==> src/rtl/mfu_pkg.sv <==
// rtl/mfu_pkg.sv - shared encodings and defaults for the MFU op sequencer
package mfu_pkg;
    localparam int VRF_AWIDTH_DEF   = 10;
    localparam int LEN_WIDTH_DEF    = 8;
    localparam int MAX_INFLIGHT_DEF = 4;

    typedef enum logic [1:0] {
        OP_ACTIVATION = 2'b00,
        OP_ELT_ADD    = 2'b01,
        OP_ELT_MUL    = 2'b10,
        OP_BYPASS     = 2'b11
    } mfu_op_e;

    typedef enum logic [1:0] {
        ST_IDLE,
        ST_ISSUE,
        ST_DRAIN,
        ST_DONE
    } seq_state_e;
endpackage

==> src/rtl/mfu_op_sequencer_if.sv <==
// rtl/mfu_op_sequencer_if.sv - instruction handshake between decoder and sequencer
interface mfu_op_sequencer_if
    import mfu_pkg::*;
#(
    parameter int VRF_AWIDTH = VRF_AWIDTH_DEF,
    parameter int LEN_WIDTH  = LEN_WIDTH_DEF
);
    logic                  instr_valid;
    logic                  instr_ready;
    logic [1:0]            instr_op;
    logic                  instr_act;
    logic [VRF_AWIDTH-1:0] instr_rd_base;
    logic [VRF_AWIDTH-1:0] instr_wr_base;
    logic [LEN_WIDTH-1:0]  instr_len;

    modport master (
        output instr_valid, instr_op, instr_act, instr_rd_base, instr_wr_base, instr_len,
        input  instr_ready
    );

    modport slave (
        input  instr_valid, instr_op, instr_act, instr_rd_base, instr_wr_base, instr_len,
        output instr_ready
    );
endinterface

==> src/rtl/mfu_inflight_tracker.sv <==
// rtl/mfu_inflight_tracker.sv - in-flight element counter with full flag and spurious-result detect
module mfu_inflight_tracker
    import mfu_pkg::*;
#(
    parameter int MAX_INFLIGHT = MAX_INFLIGHT_DEF
) (
    input  logic                                clk,
    input  logic                                resetn,
    input  logic                                clear,
    input  logic                                issue,
    input  logic                                result,
    output logic [$clog2(MAX_INFLIGHT+1)-1:0]   count,
    output logic                                full,
    output logic                                retire,
    output logic                                err_spurious
);
    localparam int IW = $clog2(MAX_INFLIGHT + 1);

    assign full   = (count == IW'(MAX_INFLIGHT));
    assign retire = result && (count != '0);

    always_ff @(posedge clk) begin
        if (!resetn) begin
            count        <= '0;
            err_spurious <= 1'b0;
        end else begin
            // a result with nothing outstanding is flagged but never moves the count
            if (result && (count == '0))
                err_spurious <= 1'b1;
            if (clear)
                count <= '0;
            else if (issue && !retire)
                count <= count + IW'(1);
            else if (!issue && retire)
                count <= count - IW'(1);
        end
    end
endmodule

==> src/rtl/mfu_op_sequencer.sv <==
// rtl/mfu_op_sequencer.sv - issues one vector instruction element-by-element to an MFU and tracks write-back
module mfu_op_sequencer
    import mfu_pkg::*;
#(
    parameter int VRF_AWIDTH   = VRF_AWIDTH_DEF,
    parameter int LEN_WIDTH    = LEN_WIDTH_DEF,
    parameter int MAX_INFLIGHT = MAX_INFLIGHT_DEF
) (
    input  logic                  clk,
    input  logic                  resetn,
    mfu_op_sequencer_if.slave     instr,
    input  logic                  issue_stall,
    output logic [1:0]            mfu_operation,
    output logic                  mfu_activation_type,
    output logic                  mfu_in_data_available,
    output logic                  mfu_vrf_read_enable,
    output logic [VRF_AWIDTH-1:0] mfu_vrf_addr_read,
    input  logic                  mfu_out_data_available,
    output logic                  wb_valid,
    output logic [VRF_AWIDTH-1:0] wb_addr,
    output logic                  busy,
    output logic                  done,
    output logic                  err_spurious
);
    localparam int IW = $clog2(MAX_INFLIGHT + 1);

    seq_state_e            state, state_nx;
    mfu_op_e               op_q;
    logic                  act_q;
    logic [VRF_AWIDTH-1:0] rd_base_q, wr_base_q;
    logic [LEN_WIDTH-1:0]  len_q, issued, retired;
    logic                  accept, issue, full, retire;
    logic [IW-1:0]         inflight;

    assign accept = instr.instr_valid && instr.instr_ready;

    always_comb begin
        state_nx          = state;
        instr.instr_ready = 1'b0;
        issue             = 1'b0;
        case (state)
            ST_IDLE: begin
                instr.instr_ready = 1'b1;
                if (instr.instr_valid)
                    state_nx = (instr.instr_len == '0) ? ST_DONE : ST_ISSUE;
            end
            ST_ISSUE: begin
                issue = !issue_stall && !full;
                if (issue && (issued == len_q - LEN_WIDTH'(1)))
                    state_nx = ST_DRAIN;
            end
            ST_DRAIN: begin
                if ((retired == len_q) && (inflight == '0))
                    state_nx = ST_DONE;
            end
            ST_DONE:  state_nx = ST_IDLE;
            default:  state_nx = ST_IDLE;
        endcase
    end

    assign mfu_in_data_available = issue;
    assign mfu_vrf_read_enable   = issue;
    assign mfu_vrf_addr_read     = rd_base_q + VRF_AWIDTH'(issued);
    assign mfu_operation         = op_q;
    assign mfu_activation_type   = act_q;
    assign busy                  = (state != ST_IDLE);
    assign done                  = (state == ST_DONE);

    always_ff @(posedge clk) begin
        if (!resetn) begin
            state     <= ST_IDLE;
            op_q      <= OP_ACTIVATION;
            act_q     <= 1'b0;
            rd_base_q <= '0;
            wr_base_q <= '0;
            len_q     <= '0;
            issued    <= '0;
            retired   <= '0;
            wb_valid  <= 1'b0;
            wb_addr   <= '0;
        end else begin
            state    <= state_nx;
            wb_valid <= retire;
            if (accept) begin
                op_q      <= mfu_op_e'(instr.instr_op);
                act_q     <= instr.instr_act;
                rd_base_q <= instr.instr_rd_base;
                wr_base_q <= instr.instr_wr_base;
                len_q     <= instr.instr_len;
                issued    <= '0;
                retired   <= '0;
            end else begin
                if (issue)
                    issued <= issued + LEN_WIDTH'(1);
                if (retire)
                    retired <= retired + LEN_WIDTH'(1);
            end
            // results come back in issue order, so the retire count is the element index
            if (retire)
                wb_addr <= wr_base_q + VRF_AWIDTH'(retired);
        end
    end

    mfu_inflight_tracker #(
        .MAX_INFLIGHT (MAX_INFLIGHT)
    ) u_trk (
        .clk          (clk),
        .resetn       (resetn),
        .clear        (accept),
        .issue        (issue),
        .result       (mfu_out_data_available),
        .count        (inflight),
        .full         (full),
        .retire       (retire),
        .err_spurious (err_spurious)
    );
endmodule
==> src/flat_wrapper.sv <==
// flat-port wrapper written by rule: the top's interface ports become plain ports
module mfu_op_sequencer_flat import mfu_pkg::*;
#(
    parameter int VRF_AWIDTH   = VRF_AWIDTH_DEF,
    parameter int LEN_WIDTH    = LEN_WIDTH_DEF,
    parameter int MAX_INFLIGHT = MAX_INFLIGHT_DEF
)
  (clk, resetn, issue_stall, mfu_operation, mfu_activation_type, mfu_in_data_available, mfu_vrf_read_enable, mfu_vrf_addr_read, mfu_out_data_available, wb_valid, wb_addr, busy, done, err_spurious, instr_instr_valid, instr_instr_op, instr_instr_act, instr_instr_rd_base, instr_instr_wr_base, instr_instr_len, instr_instr_ready);
  mfu_op_sequencer_if #(.VRF_AWIDTH(VRF_AWIDTH), .LEN_WIDTH(LEN_WIDTH)) instr_i ();
  input  logic clk;
  input  logic resetn;
  input  logic issue_stall;
  output logic [1:0] mfu_operation;
  output logic mfu_activation_type;
  output logic mfu_in_data_available;
  output logic mfu_vrf_read_enable;
  output logic [VRF_AWIDTH-1:0] mfu_vrf_addr_read;
  input  logic mfu_out_data_available;
  output logic wb_valid;
  output logic [VRF_AWIDTH-1:0] wb_addr;
  output logic busy;
  output logic done;
  output logic err_spurious;
  input wire logic [$bits(instr_i.instr_valid)-1:0] instr_instr_valid;
  input wire logic [$bits(instr_i.instr_op)-1:0] instr_instr_op;
  input wire logic [$bits(instr_i.instr_act)-1:0] instr_instr_act;
  input wire logic [$bits(instr_i.instr_rd_base)-1:0] instr_instr_rd_base;
  input wire logic [$bits(instr_i.instr_wr_base)-1:0] instr_instr_wr_base;
  input wire logic [$bits(instr_i.instr_len)-1:0] instr_instr_len;
  output wire logic [$bits(instr_i.instr_ready)-1:0] instr_instr_ready;
  assign instr_i.instr_valid = instr_instr_valid;
  assign instr_i.instr_op = instr_instr_op;
  assign instr_i.instr_act = instr_instr_act;
  assign instr_i.instr_rd_base = instr_instr_rd_base;
  assign instr_i.instr_wr_base = instr_instr_wr_base;
  assign instr_i.instr_len = instr_instr_len;
  assign instr_instr_ready = instr_i.instr_ready;
  mfu_op_sequencer #(.VRF_AWIDTH(VRF_AWIDTH), .LEN_WIDTH(LEN_WIDTH), .MAX_INFLIGHT(MAX_INFLIGHT)) u_core (.clk(clk), .resetn(resetn), .instr(instr_i), .issue_stall(issue_stall), .mfu_operation(mfu_operation), .mfu_activation_type(mfu_activation_type), .mfu_in_data_available(mfu_in_data_available), .mfu_vrf_read_enable(mfu_vrf_read_enable), .mfu_vrf_addr_read(mfu_vrf_addr_read), .mfu_out_data_available(mfu_out_data_available), .wb_valid(wb_valid), .wb_addr(wb_addr), .busy(busy), .done(done), .err_spurious(err_spurious));
endmodule
==> config.mk <==
export PLATFORM = sky130hd
export DESIGN_NAME = mfu_op_sequencer_flat
export DESIGN_NICKNAME = d
export VERILOG_FILES = /design/src/rtl/mfu_pkg.sv /design/src/rtl/mfu_op_sequencer_if.sv /design/src/rtl/mfu_inflight_tracker.sv /design/src/rtl/mfu_op_sequencer.sv /design/src/flat_wrapper.sv
export SDC_FILE = /design/constraint.sdc
export NUM_CORES = 1
export LEC_CHECK = 0
export ABC_CLOCK_PERIOD_IN_PS = 2900
export BUFFER_PORTS_ARGS = -buffer_cell sky130_fd_sc_hd__buf_2
export CAP_MARGIN = 20
export CELL_PAD_IN_SITES_DETAIL_PLACEMENT = 1
export CELL_PAD_IN_SITES_GLOBAL_PLACEMENT = 1
export CORE_UTILIZATION = 43
export CTS_BUF_LIST = sky130_fd_sc_hd__clkbuf_4
export CTS_CLUSTER_SIZE = 28
export DETAILED_ROUTE_END_ITERATION = 10
export GPL_TIMING_DRIVEN = 0
export MAX_ROUTING_LAYER = met4
export PLACE_DENSITY_LB_ADDON = 0.12
export SLEW_MARGIN = 25
export SYNTH_ARGS = -nofsm -noshare
export SYNTH_HDL_FRONTEND = slang
export SYNTH_SLANG_ARGS = --single-unit
==> constraint.sdc <==
create_clock -name clk -period 2.9 [get_ports clk]
set_input_delay 0.435 -clock clk [delete_from_list [all_inputs] [get_ports clk]]
set_output_delay 0.435 -clock clk [all_outputs]
set_load 0.02 [all_outputs]
==> summary.md, run 1 <==
| Metric | Value |
|---|---|
| Post-synth EDFFs | `0` |
| Clock latency on the worst-skew pair | `430 ps` |
| Async SR Flop Fraction | `0%` |
| Cts bufs inserted | `9` |
| Post-Place Worst Slack | `-379 ps` |
| Die Y | `93.8 um` |
| HP Class | `in -> reg` |
| Final TNS setup | `0 ps` |
| Vias in the first global route | `3,283` |
| Max Clock Skew | `about 15 ps` |
| Drc violations | `0` |
| Layout area overhead | `19.7%` |
| Hold path depth | `3` |
| Sequential element share of the synthesized area | `about 35%` |
| Iteration-0 DRC Markers | `38` |
| VDD IR-drop max | `0.000274 V` |
| First-pass GRT wire length | `16,000 um` |
| Most used DFF post-synth | `dfxtp_1` |
| Die area | `8800 um^2` |
| Max-cap violations | `0` |
| Setup-failing EPs final | `0` |
| Power Dens Cells | `686 nW/um^2` |
| Worst hold endpoint | `u_core.rd_base_q[5]` |
| Critical Path RT | `2470 ps` |
| Critical setup path kind | `reg -> out` |
| Row cnt | `33` |
| Crit. Startpoint | `u_core.issued[0]` |
| Arr. time, crit path | `2360 ps` |
| IO Pins | `66` |
| Run status | `finished, final reports clean` |
| Leakage | `around 2.0 nW` |
| GRT Resource Usage Total | `24.6%` |
| Root Buffer | `clkbuf_4` |
| Worst R2R End | `u_core.u_trk.count[2]` |
| #FFs+latches synth | `64` |
| TritonCTS clock tree | `done` |
| Post-synth net total | `about 500` |
| Rel. slew slack | `58.2%` |
| Syn avg cell area | `8.39 um^2` |
| Max Freq | `358 MHz` |
| Hpwl dp | `7520 um` |
| GRT overflow | `0` |
| GP Congestion | `0.802` |
| Final period utilization | `96.4%` |
| Fin. max-slew vios | `0` |
| Largest net degree at the start of global routing | `14` |
| Cells after Synth | `between 400 and 500` |
| DR pass1 iterations | `4` |
| Reg2Reg Depth | `10` |
| Commonest cells after routing, fill and taps aside | `nand2_1, buf_2, dfxtp_1` |
| Crit end category | `output pin` |
| Initial Util | `44.4%` |
| Slew @ Worst Pin | `619 ps` |
| Clk buf depth | `2` |
| Commonest non-fill, non-tap cell in the layout | `nand2_1` |
| Port Buf Inserts | `between 60 and 70` |
| CP Max Fanout | `2` |
| Vias | `roughly 3,200` |
| Yosys cell types | `49` |
| Routed Antenna Nets | `0` |
| CTS H-tree lvls | `3` |
| Final Hold Viols | `0` |
| Setup slack, reg-to-reg | `about 250 ps` |
| CTS Hold Bufs | `0` |
| TritonCTS Sinks | `64` |
| Yosys warns | `0` |
| Placeable Area | `8180 um^2` |
| Hold path start | `instr_instr_rd_base[5]` |
| Initial antenna violation count | `0` |
| CTS clock-pin slew for the worst setup and hold paths | `approximately 120 ps` |
| Layout cells sized above 1 | `22.2%` |
| Worst R2R Start | `u_core.u_trk.count[0]` |
| Worst setup margin | `103 ps` |
| Final net count | `576` |
| Post-Syn Area | `3630 um^2` |
| Routed vias/inst | `5.19` |
| Post-layout min period | `2800 ps` |
| Average wire per cell in the routed design | `around 16 um` |
| Critical path startpoint category | `flop` |
| Routed WL | `between 9000 and 10,000 um` |
| Width of the die | `roughly 94 um` |
-- synthesized netlist by cell type (5+ instances only) --
cell type  instances  area share, %
dfxtp_1           64             35
o21ai_0            9            1.2
nor2_1            27            2.8
nor2b_1            5           0.86
and2_1             5           0.86
a21boi_1           5            1.0
a21boi_0          31            6.4
clkbuf_1          14            1.4
nor3_1             5           0.69
inv_1             19            2.0
ha_1              24            8.3
or3_1              5           0.86
nand4_1            5           0.86
nand3_1           13            1.8
nand2_1           89            9.2
xnor2_1           18            4.3
xor2_1            28            6.8
a21oi_1           13            1.8
-- registers in the layout, summed over array words and instances, names as in the netlist --
name	flops
u_core.len_q	8
u_core.mfu_activation_type	1
u_core.wb_valid	1
u_core.u_trk.count	3
u_core.u_trk.err_spurious	1
u_core.wb_addr	10
u_core.issued	8
u_core.wr_base_q	10
u_core.state	2
u_core.retired	8
u_core.rd_base_q	10
u_core.mfu_operation	2
-- power breakdown --
group | internal [W] | leakage (nW) | switching [W]
logic | 0.000456 | 1.35 | 0.000750
registers | 0.00101 | 0.524 | 0.000130
clock network | 0.000282 | 0.0808 | 0.000347
-- cell families (layout without fill, tap and decap cells) --
| family | after synthesis | after routing | share of synthesized area [%] |
|---|---|---|---|
| xor gates and xnor gates | 46 | 46 | 11.1 |
| other | 0 | 1 | 0 |
| buffers and inverters | 40 | 126 | 4.87 |
| muxes | 3 | 3 | 0.828 |
| AOI/OAI and AO/OA | 81 | 81 | 16.2 |
| and+or+nand+nor | 171 | 171 | 21.7 |
| DFF | 64 | 64 | 35.3 |
| adders and majority gates | 27 | 27 | 9.94 |
-- worst max-delay path: stages, from the launching register on --
cell and delay [ps]:
dfxtp_4 390, ha_4 140, inv_1 50, fa_2 370
nor2b_2 140, o21ai_2 90, a21boi_2 180, buf_4 130
buf_4 90, buf_4 90, buf_4 90, nor2_1 40
buf_2 150
-- timing repair --
action | in CTS | in global routing
buffers inserted | 5 | 1
gates resized for setup | 11 | 12
pin swaps | 4 | 5
hold endpoints to repair | 0 | 0
setup endpoints to repair | 6 | 6
-- layout make-up --
| class | instances | area, um^2 |
|---|---|---|
| antenna | 1 | 2.50 |
| tap | 105 | 131 |
| sequential | 64 | 1290 |
| buffer | 19 | 97.6 |
| multi-input combinational | 328 | 2230 |
| clock inverter | 5 | 57.6 |
| clock buffer | 11 | 82.6 |
| inverter | 20 | 77.6 |
| timing repair buffer | 71 | 375 |
| fill | 1004 | 3830 |
-- stage by stage --
stage / power (W) / hold WS (ps) / instances / utilization, % / instance area, um^2
floorplan: 0.00197 / 447 / 432 / - / 3630
global placement: 0.00229 / 442 / 602 / 49.9 / 4080
detailed placement: 0.00235 / 445 / 602 / 49.9 / 4080
CTS: 0.00299 / 224 / 622 / 52.4 / 4280
global route: 0.00319 / 226 / 623 / 53.1 / 4340
finish: 0.00298 / 236 / 624 / 53.1 / 4340
-- how the worst max path moves through the flow --
stage / endpoint / cells past startpoint
2_1_floorplan: u_core.u_trk.count[2] / 10
3_3_place_gp: u_core.u_trk.count[2] / 11
3_5_place_dp: u_core.u_trk.count[2] / 11
4_1_cts: mfu_vrf_addr_read[9] / 8
5_1_grt: mfu_vrf_addr_read[4] / 12
6_report: mfu_vrf_addr_read[4] / 12
-- routing by layer --
layer / routed length (um) / global-route usage, % / part of all wire (%)
met3: 233 / 3.24 / 2.4
met1: 4270 / 27.8 / 44
met4: 149 / 9.49 / 1.5
met2: 5140 / 44.0 / 52
met5: 0 / - / 0
No activity file was read; power rests on OpenSTA's default activity.
==> inputs of run 2 (changes only) <==
--- a/config.mk
+++ b/config.mk
@@ -20,4 +20,5 @@
 export SLEW_MARGIN = 25
 export SYNTH_ARGS = -nofsm -noshare
 export SYNTH_HDL_FRONTEND = slang
+export SYNTH_HIERARCHICAL = 1
 export SYNTH_SLANG_ARGS = --single-unit
==> run 2 against run 1 <==
  * Sequential power is essentially flat
  * Total power is 3.5% lower
  * Combinational power is 3% higher
  * Wire length decreased by 1.1%
  * Global-route usage shrank 0.51 points
  * Area after synthesis grew 0.93%
  * Synthesized cell count increased by 1.9%
  * Cell count grew 0.80%
  * Largest power group unchanged
  * Highest routed layer unchanged
==> summary.md, run 2 <==
| Metric | Value |
|---|---|
| Run status | `finished, final reports clean` |
| Worst-path cell chain | `ha_1, a21o_1, a21oi_1, o21ai_0, o211a_1, a41oi_1, xnor2_1, buf_2` |
| Final Hold Viols | `0` |
| Critical setup path kind | `reg -> out` |
| Setup-failing EPs final | `0` |
| Crit end category | `output pin` |
| Buf+Inv Stages, Crit Path | `1` |
| Post-layout min period | `2760 ps` |
| GP Congestion | `between 0.8 and 0.9` |
| Slew @ Worst Pin | `672 ps` |
| Most frequent cell after synthesis | `nand2_1` |
| First-pass GRT wire length | `between 15,000 and 20,000 um` |
| GRT overflow | `0` |
| Async SR Flop Fraction | `0%` |
| Initial antenna violation count | `0` |
| CP Max Fanout | `5` |
| Routed Antenna Nets | `0` |
| Largest net degree at the start of global routing | `11` |
| #FFs+latches synth | `64` |
| Top cells by area, synth | `dfxtp_1, ha_1, nand2_1` |
| Final period utilization | `between 90% and 100%` |
| Die Y | `94.3 um` |
| Clk buf depth | `2` |
| Placement Cell Area | `4120 um^2` |
| Post-layout util | `between 50% and 60%` |
| Post-synth EDFFs | `0` |
| IO Pins | `66` |
| Initial Util | `44.5%` |
| VDD IR-drop max | `0.000314 V` |
| Root Buffer | `clkbuf_4` |
| Yosys warns | `6` |
| Post-synth net total | `503` |
| Commonest non-fill, non-tap cell in the layout | `nand2_1` |
| Arr. time, crit path | `~2300 ps` |
| Commonest cells post-synth | `nand2_1, dfxtp_1, a21boi_0` |
| HP Class | `in -> reg` |
| CTS H-tree lvls | `3` |
| Fin cells | `629` |
| Max Clock Skew | `11.1 ps` |
| Cells after Synth | `between 400 and 500` |
| Iteration-0 DRC Markers | `66` |
| Layout area overhead | `16.8%` |
| Layout cells sized above 1 | `about a fifth` |
| TritonCTS clock tree | `done` |
| Fin. max-slew vios | `0` |
| Vias in the first global route | `3,343` |
| Average wire per cell in the routed design | `15.4 um` |
| Crit path max-delay family | `compound AO/OA/AOI/OAI gates` |
| Antenna Cells | `0` |
| CTS clock-pin slew for the worst setup and hold paths | `110 ps` |
| Slowest-stage cell, CP | `dfxtp_2` |
| Final Cell Area | `4280 um^2` |
| Commonest cells after routing, fill and taps aside | `nand2_1, buf_2, dfxtp_1` |
| Cell taking the most area after synthesis | `dfxtp_1` |
| Critical path startpoint category | `flop` |
| Cells after DPL | `610` |
| Critical Path RT | `2470 ps` |
| Slowest cell delay on critical path | `410 ps` |
| Most used DFF post-synth | `dfxtp_1` |
| Rel. slew slack | `55.1%` |
| Placeable Area | `8220 um^2` |
| Die area | `8880 um^2` |
| Power Dens Cells | `672 nW/um^2` |
| Post-Syn Area | `3660 um^2` |
| Post-Place Worst Slack | `147 ps` |
| Hold slack | `roughly 260 ps` |
| Width of the die | `~94 um` |
| Reg2Reg Depth | `9` |
| Port Buf Inserts | `65` |
| Final net count | `~600` |
| Routed vias/inst | `approximately 5.3` |
| Drc violations | `0` |
| Max-cap violations | `0` |
| Syn avg cell area | `8.32 um^2` |
| Routed WL | `roughly 9700 um` |
| Sequential element share of the synthesized area | `between 30% and 40%` |
| GRT Resource Usage Total | `24.1%` |
| Yosys cell types | `47` |
| TritonCTS Sinks | `64` |
| Leakage | `1.88 nW` |
| Clock latency on the worst-skew pair | `410 ps` |
| Row cnt | `33` |
| Critical path depth in cells | `8` |
| Cts bufs inserted | `9` |
| Post-synth top area share | `35.0%` |
| Worst setup margin | `138 ps` |
| Vias | `approximately 3,300` |
| Hold path depth | `3` |
| Largest registers | `u_core/rd_base_q (10), u_core/wb_addr (10), u_core/wr_base_q (10)` |
| Hpwl dp | `roughly 7500 um` |
| DR pass1 iterations | `4` |
| Max Freq | `about 360 MHz` |
## run 2: changes by cell type in the layout (fill, tap and decap cells not counted), sizes merged, moves of 5 or more
cell | previous run | this run
nand2 | 89 | 78
a21oi | 13 | 19
nor2 | 27 | 21
nor2b | 5 | 10
o21ai | 12 | 20
xor2 | 28 | 18
nor3 | 6 | 11
and2 | 5 | 0
inv | 20 | 25
## run 2: worst paths after layout
path	start	to	slack [ps]
hold reg to reg	u_core/wr_base_q[0]	u_core/wr_base_q[0]	470
hold / removal	instr_instr_act	u_core/mfu_activation_type	260
setup reg to reg	u_core/state[1]	u_core/u_trk/count[2]	330
setup / recovery	u_core/issued[1]	mfu_vrf_addr_read[9]	140
## run 2: power by group
part	switching [W]	total, W	internal (W)
logic	0.000770	0.00125	0.000480
clock network	0.000309	0.000488	0.000179
registers	0.000119	0.00114	0.00102
total	0.00120	0.00287	0.00168
## run 2: kinds of logic after synthesis
group | Yosys count | synth area share, %
AOI/OAI and AO/OA | 97 | 17.8
xor gates and xnor gates | 39 | 9.74
adders and majority gates | 27 | 9.85
buffers and inverters | 45 | 5.37
DFF | 64 | 35.0
muxes | 4 | 1.09
and+or+nand+nor | 164 | 21.2
## run 2: final cells by class
class	instances	area (um^2)
multi-input combinational	331	2200
timing repair buffer	70	365
sequential	64	1290
clock inverter	3	11.3
clock buffer	11	82.6
buffer	20	103
fill	1055	3940
tap	105	131
inverter	25	93.8
## run 2: stage by stage
stage	power, W	setup TNS [ps]
floorplan	0.00202	0
finish	0.00287	0
detailed placement	0.00239	0
CTS	0.00289	0
global placement	0.00234	0
global route	0.00309	-15.0
## run 2: repair_timing
action,CTS,global route
pin swaps,2,3
hold buffers,0,0
endpoints found under the hold margin,0,0
gates cloned,0,0
buffers inserted,5,0
setup endpoints to repair,2,4
gates resized for setup,7,6
## run 2: layer usage
metal | routed length, um | track usage, % | vias to the layer above
met3 | 251 | 3.56 | 8
met4 | 103 | 9.10 | 0
met5 | 0 | - | -
met2 | 4980 | 41.5 | 46
met1 | 4350 | 28.2 | 1577
li1 | - | - | 1673
## run 2: tightest hold or removal path, cell delays in order
cell,delay [ps]
buf_2,90
nand2_1,40
a21boi_0,60
==> inputs of run 3 (changes only) <==
==> constraint.sdc (replaced) <==
create_clock -name clk -period 2.9 [get_ports clk]
set_input_delay 0.145 -clock clk [delete_from_list [all_inputs] [get_ports clk]]
set_output_delay 0.145 -clock clk [all_outputs]
set_load 0.02 [all_outputs]
==> run 3 against run 2 <==
  * Maximum frequency is 2.4% higher
  * Count of clock-buffer cells in the layout stayed put
  * Flip-flop and latch count stayed put
  * Wire length is 7.2% higher
  * Non-clock buffer count is 25 higher
  * Sequential share of layout area is 1.7 points lower
  * Critical path type unchanged
  * Largest power group unchanged
==> summary.md, run 3 (same netlist as run 2, synthesis figures left out) <==
| Metric | Value |
|---|---|
| Drc violations | `0` |
| Power Dens Cells | `between 600 and 700 nW/um^2` |
| Met2 usage | `45.9%` |
| Vias in the first global route | `3,594` |
| VDD IR-drop max | `0.000323 V` |
| GR Util met1 | `between 20% and 30%` |
| Slowest cell delay on critical path | `480 ps` |
| Commonest cells after routing, fill and taps aside | `nand2_1, buf_2, dfxtp_1` |
| Layout cells sized above 1 | `16.4%` |
| RSZ-0062 raised after global routing | `no` |
| Largest registers | `u_core/rd_base_q (10), u_core/wb_addr (10), u_core/wr_base_q (10)` |
| HP Class | `in -> reg` |
| Crit end category | `output pin` |
| Slowest-stage cell, CP | `dfxtp_1` |
| Placeable Area | `8220 um^2` |
| Layout area overhead | `23.5%` |
| Met3 GRT Util | `4.13%` |
| Antenna Cells | `0` |
| Max Freq | `about 370 MHz` |
| Final period utilization | `roughly 93%` |
| IO Pins | `66` |
| Clk pwr share | `16.9%` |
| Row cnt | `33` |
| Max Clock Skew | `17.5 ps` |
| GRT Resource Usage Total | `25.6%` |
| Iteration-0 DRC Markers | `93` |
| Run status | `finished, final reports clean` |
| CTS clock-pin slew for the worst setup and hold paths | `approximately 100 ps` |
| Post-layout min period | `roughly 2700 ps` |
| CP Max Fanout | `5` |
| Setup-failing EPs final | `0` |
| Share of power burned in registers | `roughly two fifths` |
| TritonCTS clock tree | `done` |
| Final TNS setup | `0 ps` |
| Clock latency on the worst-skew pair | `420 ps` |
| Die area | `8880 um^2` |
| GP Congestion | `0.833` |
| Max-cap violations | `0` |
| Critical setup path kind | `reg -> out` |
| CTS H-tree lvls | `3` |
| Cts bufs inserted | `9` |
| Root Buffer | `clkbuf_4` |
| Initial Util | `44.5%` |
| P_sw | `0.00122 W` |
| Final net count | `a little over 600` |
| DR pass1 iterations | `4` |
| Int Pwr | `0.00170 W` |
| First-pass GRT wire length | `about 17,000 um` |
| Routed vias/inst | `5.28` |
| Crit path max-delay family | `compound AO/OA/AOI/OAI gates` |
| Rel. slew slack | `53.4%` |
| Buf+Inv Stages, Crit Path | `1` |
| Arr. time, crit path | `2550 ps` |
| Port Buf Inserts | `65` |
| Hpwl dp | `7470 um` |
| Gr busiest metal | `met2` |
| Largest net degree at the start of global routing | `11` |
| TritonCTS Sinks | `64` |
| Logic gate share of total power | `between 40% and 50%` |
| Commonest non-fill, non-tap cell in the layout | `nand2_1` |
| Fillers | `1,029` |
| Fin. max-slew vios | `0` |
| Vias | `between 3,000 and 4,000` |
| Initial antenna violation count | `0` |
| Leakage | `1.98 nW` |
| Final Hold Viols | `0` |
| Die Y | `94.3 um` |
| Slew @ Worst Pin | `698 ps` |
| Sw Share | `41.8%` |
| Critical Path RT | `approximately 2800 ps` |
| Width of the die | `roughly 94 um` |
| Routed WL | `10,400 um` |
| Worst-path cell chain | `ha_1, a21o_1, a21oi_1, o21ai_0, o211a_1, a41oi_1, xnor2_1, buf_2` |
| Average wire per cell in the routed design | `15.9 um` |
| Routed Antenna Nets | `0` |
| GRT overflow | `0` |
| Clk buf depth | `2` |
| Post-layout util | `between 50 and 60%` |
| Critical path startpoint category | `flop` |
-- run 3: cell types whose count changed in the layout (fill, tap and decap cells not counted), moves of 2 or more --
cell / change
buf_4: -6
dfxtp_1: +2
dlygate4sd3_1: +30
o21ai_0: +2
-- run 3: power by group through the flow --
stage	Sequential (W)	Combinational, W	Clock [W]
finish	0.00114	0.00128	0.000493
global placement	0.00115	0.00119	0
CTS	0.00114	0.00128	0.000504
floorplan	0.00117	0.000848	0
detailed placement	0.00116	0.00124	0
global route	0.00115	0.00142	0.000541
-- run 3: final timing paths --
| path | from | to | slack [ps] | cells past startpoint |
|---|---|---|---|---|
| setup / recovery | u_core/issued[1] | mfu_vrf_addr_read[9] | 200 | 8 |
| hold / removal | instr_instr_len[7] | u_core/len_q[7] | 20 | 3 |
| setup reg to reg | u_core/state[1] | u_core/u_trk/count[2] | 340 | 9 |
| hold reg to reg | u_core/wr_base_q[3] | u_core/wr_base_q[3] | 480 | 2 |
-- run 3: layer usage --
layer  up-vias  wire (um)  part of all wire, %
li1       1724          -                    -
met1      1649       4410                   42
met2        63       5510                   53
met3        14        327                  3.1
met4         0        144                  1.4
met5         -          0                    0
-- run 3: area by class of cell --
class	count	area, um^2	area share, %
Sequential cell	64	1280	28.4
Inverter	25	93.8	2.08
Tap cell	105	131	2.91
Clock inverter	3	11.3	0.249
Buffer	20	103	2.27
Multi-Input combinational cell	331	2190	48.4
Timing Repair Buffer	95	626	13.8
Clock buffer	11	82.6	1.83
-- run 3: worst reg2reg max path: stages, from the launching register on --
cell	delay, ps
dfxtp_1	340
inv_1	90
ha_1	200
nor3b_4	500
ha_1	290
inv_1	60
fa_1	370
xor2_1	160
or3_1	320
a21oi_1	160
-- run 3: repair_timing --
action	CTS	global route
hold endpoints to repair	30	0
gates resized for setup	0	3
setup endpoints to repair	0	3
buffers inserted	0	0
hold buffers	30	0
-- run 3: metrics by stage --
stage	area [um^2]	hold WS [ps]	setup WS (ps)	power [W]	std cells
2_1_floorplan	3660	273	410	0.00202	440
3_3_place_gp	4120	396	249	0.00234	610
3_5_place_dp	4120	406	147	0.00239	610
4_1_cts	4510	7.24	10.9	0.00292	654
5_1_grt	4520	23.1	4.65	0.00312	654
6_report	4520	18.3	203	0.00291	654
